## src/rtl/divider_pkg.sv

```systemverilog
// Shared types and constants for the sequential 2W/W restoring divider.
package divider_pkg;

  typedef enum logic [1:0] {
    IDLE = 2'd0,
    BUSY = 2'd1,
    DONE = 2'd2
  } state_t;

  localparam int DIV_WIDTH_DEFAULT = 32;

  // Bits needed to hold a step count of value-1 down to 0.
  function automatic int clog2(input int value);
    int w;
    w = 0;
    for (int i = 0; i < 31; i++) begin
      if ((32'sd1 << i) < value) begin
        w = i + 1;
      end
    end
    return w;
  endfunction

endpackage

```

## src/rtl/div_step.sv

```systemverilog
// One radix-2 restoring division step: shift {rem, q} left, trial-subtract divisor.
module div_step #(
  parameter int WIDTH = 32
) (
  input  logic [WIDTH:0]   rem,
  input  logic [WIDTH-1:0] q,
  input  logic [WIDTH-1:0] divisor,
  output logic [WIDTH:0]   rem_next,
  output logic [WIDTH-1:0] q_next
);

  logic [WIDTH+1:0] shifted_s;
  logic [WIDTH+1:0] trial_s;
  logic             no_borrow_s;

  // Top bit of trial_s is the borrow; shifted rem stays below 2*divisor.
  assign shifted_s   = {rem, q[WIDTH-1]};
  assign trial_s     = shifted_s - {2'b00, divisor};
  assign no_borrow_s = ~trial_s[WIDTH+1];
  assign rem_next    = no_borrow_s ? trial_s[WIDTH:0] : shifted_s[WIDTH:0];
  assign q_next      = {q[WIDTH-2:0], no_borrow_s};

endmodule

```

## src/rtl/seq_divider64by32.sv

```systemverilog
// Multicycle 2W-by-W unsigned restoring divider with valid/ready on both sides.
module seq_divider64by32
  import divider_pkg::*;
#(
  parameter int WIDTH = DIV_WIDTH_DEFAULT
) (
  input  logic               clk,
  input  logic               rst,
  input  logic               in_valid,
  output logic               in_ready,
  input  logic [2*WIDTH-1:0] dividend,
  input  logic [WIDTH-1:0]   divisor,
  output logic               out_valid,
  input  logic               out_ready,
  output logic [WIDTH-1:0]   quotient,
  output logic [WIDTH-1:0]   remainder,
  output logic               div_by_zero,
  output logic               overflow
);

  localparam int CW = clog2(WIDTH);
  localparam logic [CW-1:0] CNT_LAST = CW'(WIDTH - 1);

  state_t           state_r, next_state_s;
  logic [CW-1:0]    cnt_r;
  logic [WIDTH:0]   rem_r, rem_next_s;
  logic [WIDTH-1:0] q_r, q_next_s;
  logic [WIDTH-1:0] divisor_r;
  logic [WIDTH-1:0] quotient_r, remainder_r;
  logic             dbz_r, ovf_r;
  logic             div_zero_s, ovf_s;

  assign div_zero_s = (divisor == {WIDTH{1'b0}});
  assign ovf_s      = (dividend[2*WIDTH-1:WIDTH] >= divisor);

  div_step #(.WIDTH(WIDTH)) u_step (
    .rem      (rem_r),
    .q        (q_r),
    .divisor  (divisor_r),
    .rem_next (rem_next_s),
    .q_next   (q_next_s)
  );

  // Next-state decode.
  always_comb begin
    next_state_s = state_r;
    case (state_r)
      IDLE: begin
        if (in_valid) begin
          if (div_zero_s || ovf_s) begin
            next_state_s = DONE;
          end else begin
            next_state_s = BUSY;
          end
        end else begin
          next_state_s = IDLE;
        end
      end
      BUSY: begin
        if (cnt_r == {CW{1'b0}}) begin
          next_state_s = DONE;
        end else begin
          next_state_s = BUSY;
        end
      end
      DONE: begin
        if (out_ready) begin
          next_state_s = IDLE;
        end else begin
          next_state_s = DONE;
        end
      end
      default: next_state_s = IDLE;
    endcase
  end

  // State register.
  always_ff @(posedge clk) begin
    if (rst) begin
      state_r <= IDLE;
    end else begin
      state_r <= next_state_s;
    end
  end

  // Datapath and result registers; results change only on entry to DONE.
  always_ff @(posedge clk) begin
    if (rst) begin
      cnt_r       <= {CW{1'b0}};
      rem_r       <= {(WIDTH+1){1'b0}};
      q_r         <= {WIDTH{1'b0}};
      divisor_r   <= {WIDTH{1'b0}};
      quotient_r  <= {WIDTH{1'b0}};
      remainder_r <= {WIDTH{1'b0}};
      dbz_r       <= 1'b0;
      ovf_r       <= 1'b0;
    end else begin
      case (state_r)
        IDLE: begin
          if (in_valid) begin
            divisor_r <= divisor;
            rem_r     <= {1'b0, dividend[2*WIDTH-1:WIDTH]};
            q_r       <= dividend[WIDTH-1:0];
            cnt_r     <= CNT_LAST;
            if (div_zero_s) begin
              quotient_r  <= {WIDTH{1'b1}};
              remainder_r <= dividend[WIDTH-1:0];
              dbz_r       <= 1'b1;
              ovf_r       <= 1'b0;
            end else if (ovf_s) begin
              quotient_r  <= {WIDTH{1'b1}};
              remainder_r <= {WIDTH{1'b0}};
              dbz_r       <= 1'b0;
              ovf_r       <= 1'b1;
            end
          end
        end
        BUSY: begin
          rem_r <= rem_next_s;
          q_r   <= q_next_s;
          if (cnt_r == {CW{1'b0}}) begin
            quotient_r  <= q_next_s;
            remainder_r <= rem_next_s[WIDTH-1:0];
            dbz_r       <= 1'b0;
            ovf_r       <= 1'b0;
          end else begin
            cnt_r <= cnt_r - {{(CW-1){1'b0}}, 1'b1};
          end
        end
        DONE: begin
          cnt_r <= cnt_r;
        end
        default: begin
          cnt_r <= {CW{1'b0}};
        end
      endcase
    end
  end

  assign in_ready    = (state_r == IDLE);
  assign out_valid   = (state_r == DONE);
  assign quotient    = quotient_r;
  assign remainder   = remainder_r;
  assign div_by_zero = dbz_r;
  assign overflow    = ovf_r;

endmodule

```

## config.mk

```make
export PLATFORM = sky130hd
export DESIGN_NAME = seq_divider64by32
export DESIGN_NICKNAME = d
export VERILOG_FILES = /design/src/rtl/divider_pkg.sv /design/src/rtl/div_step.sv /design/src/rtl/seq_divider64by32.sv
export SDC_FILE = /design/constraint.sdc
export NUM_CORES = 1
export LEC_CHECK = 0
export ABC_AREA = 1
export CORE_AREA = 5 5 150 152
export CTS_BUF_LIST = sky130_fd_sc_hd__clkbuf_4
export CTS_CLUSTER_DIAMETER = 50
export DETAILED_ROUTE_END_ITERATION = 12
export DIE_AREA = 0 0 155 157
export GPL_TIMING_DRIVEN = 0
export PLACE_DENSITY = 0.82
export SLEW_MARGIN = 30
export SYNTH_ARGS = -nofsm -noshare
export SYNTH_HDL_FRONTEND = slang
export SYNTH_SLANG_ARGS = --single-unit
```

## constraint.sdc

```tcl
create_clock -name clk -period 5.16 [get_ports clk]
set_input_delay 1.032 -clock clk [delete_from_list [all_inputs] [get_ports clk]]
set_output_delay 1.032 -clock clk [all_outputs]
set_load 0.02 [all_outputs]
```

==> impl_metrics.toml <==
[floorplan]
die_y_um = 157
die_area_um2 = 24300
pin_count = 168
core_um2 = 20900
start_util_pct = 53.4
row_count = 53
dieWidth_um = 155

[cts]
h-tree-depth = 4
clk_pin_slew_worst_paths_ns = 0.17
worstSkewPairLatency_ns = 0.60
cts_sinks = 170
cts-buffers-inserted = 17
cts-hold-fix-buffers = 0
cts.path.max_buffers = 2
root_buffer = "clkbuf_4"
cts_tree = "done"
cts_setup_buffers = 0
post_cts_resized = 0

[detailed_routing]
dr_total_vias = 12400
drtAntennaViolNets = 0
route.met2.wl_mm = 16.4
top_layer = "met4"
viasPerCell = 5.47
wl_met1_mm = 16.0
totalWireLength_mm = 38.4
first_pass_iters = 6
met3WireLength_mm = 4.05
post_drt_wl_per_cell_um = 17.0
first_iter_violations = 1234
route.detailed.drc = 0

[yosys]
synth_fa_ha_area_share_pct = 7.47
yosys.area.top_type = "dfxtp_1"
synth_seq_cells = 170
synth_flop_cell = "dfxtp_1"
netlist_top_cells_area = "dfxtp_1, nand2_1, inv_1, ha_1, nor2_1"
synth_top_area_share_pct = 30.5
synth_cells = 1783
synth-simple-area-share_pct = 34.4
synth_edf_count = 0
syn-num-nets = 1949
synth_top_family_by_area = "simple AND/OR/NAND/NOR gates"
ys_seq_area_share_pct = 30.5
async_reset_ff_share_pct = 0
synth-xor-area-share_pct = 1.33
syn_area_per_cell_um2 = 6.26
synth.distinct_cells = 38
synth-compound-area-share_pct = 14.4
synthMuxAreaShare_pct = 0
synth.cell_area_um2 = 11200
yosysWarnings = 0

[power]
p_int_w = 0.00278
vdd_ir_drop_max_uv = 171
leakagePower_nw = 6.59
swShare_pct = 47.8
seq_power_share_pct = 31.9
clkPwrFrac_pct = 14.9
power.switching_w = 0.00255
fin_total_pwr_w = 0.00533
pwr_density_cell_nw_per_um2 = 396
share_comb_of_total_power_pct = 53.3

[sta]
relSlewSlack_pct = 43.5
finalHoldWorstSlack_ns = 0.477
clock_skew_ns = 0.0448
worst_pin_slew_ns = 0.847
timing.fmax_mhz = 229
tns_ns = 0
drv_slew = 0
hold_viol = 0
setup_violations = 0
timing.final.crit_share_pct = 84.5
period_needed_ns = 4.36
rsz0062_at_grt = "false"

[finish]
instances_no_fill = 2257
syn_to_final_growth_pct = 20.6
nFillCells = 1981
final_util_pct = 64.4
mostFrequentLayoutCells = "nand2_1, inv_1, nor2_1"
final_common_cell = "nand2_1"
nets = 2134
drive_gt1_share_pct = 5.30

[place]
dp_hpwl_mm = 30.8
dp_cells = 2224
port_buffers = 166
gp_congestion = 0.996

[critical_path]
path_max_fanout = 10
regToRegStartpoint = "q_r[31]"
crit_type = "in2reg"
critPathArrivalTime_ns = 4.90
cp-start-kind = "input port"
ff2ff_path_depth = 17
crit_path_end_kind = "flop"
ff2ff_setup_slack_ns = 2.15
reg2reg_to = "remainder[22]"
cp.required_ns = 5.70

[grt]
grt_pass1_wl_mm = 59.6
grt_start_max_net_pins = 19
grt_pass1_vias = 11700
grt_antenna_before_repair = 1
grt_overflow = 0
grt_usage_pct = 30.7

[worst_hold_path]
hold_depth = 2
hold_path.startpoint = "quotient[17]"
hold_path_end = "quotient[17]"
min_path_type = "reg2reg"

[run]
drv_cap = 0

[outcome]
status = "complete, no violations"
how the worst max path moves through the flow:
stage               cells after the start             to         from
finish                                 14    quotient[2]  divisor[31]
global route                           15  remainder[24]  divisor[31]
CTS                                    14   quotient[31]  divisor[31]
detailed placement                     14    quotient[4]  divisor[31]
global placement                       14   quotient[31]  divisor[31]
floorplan                              14  remainder[24]  divisor[29]
cells by family after synthesis:
| kind of cell | after synthesis |
|---|---|
| AOI/OAI and AO/OA | 305 |
| DFF | 170 |
| adders and majority gates | 66 |
| buffers and inverters | 329 |
| and+or+nand+nor | 896 |
| xor gates and xnor gates | 17 |
layer usage:
metal | GRT usage [%] | up-vias
met3 | 6.90 | 107
met5 | 0 | -
met4 | 14.8 | 0
met1 | 40.6 | 5555
met2 | 47.6 | 626
li1 | - | 6063
synthesized netlist by cell type (all sizes together) (2+ instances only):
library cell	count
and2	2
ha	65
clkbuf	54
dfxtp	170
nand3	153
xnor2	2
a21o	2
inv	247
a21oi	113
o21a	4
xor2	15
buf	27
nand4	21
nand2	495
a31oi	32
o21ai	149
o21bai	3
nor3	8
nor2	214
registers in the layout (all words and copies together), names as in the netlist:
signal,flops
cnt_r,5
div_by_zero,1
divisor_r,32
overflow,1
q_r,32
quotient,32
rem_r,33
remainder,32
state_r,2
critical path, stage by stage:
cell	delay (ns)
clkdlybuf4s50_1	0.45
inv_1	0.15
ha_1	0.35
nand2_1	0.07
nor2_1	0.13
nand2_1	0.10
nor3_1	0.63
nand4_1	0.50
nand4_1	0.35
nand2_2	0.20
inv_2	0.25
buf_2	0.31
o21ai_0	0.19
a21oi_1	0.16
power groups by stage:
stage	sequential (W)	clock [W]	combinational, W
detailed placement	0.00172	0	0.00277
CTS	0.00169	0.000795	0.00279
global placement	0.00171	0	0.00273
floorplan	0.00178	0	0.00184
finish	0.00170	0.000792	0.00284
global route	0.00172	0.000855	0.00313
metrics by stage:
stage | setup WS, ns | area (µm²)
after floorplan | 2.48 | 11200
after global placement | 0.557 | 13200
after detailed placement | 0.492 | 13200
after CTS | 1.13 | 13400
after global routing | 0.858 | 13400
final | 0.800 | 13400
cell type report:
class	instances	area, µm²	area share [%]
Sequential cell	170	3400	25.3
Buffer	81	394	2.93
Multi-Input combinational cell	1284	6420	47.8
Antenna cell	1	2.50	0.0186
Clock buffer	17	128	0.949
Inverter	248	931	6.92
Tap cell	275	344	2.56
Timing Repair Buffer	166	1660	12.4
Clock inverter	15	159	1.18
Power figures use the tool's default switching activity.
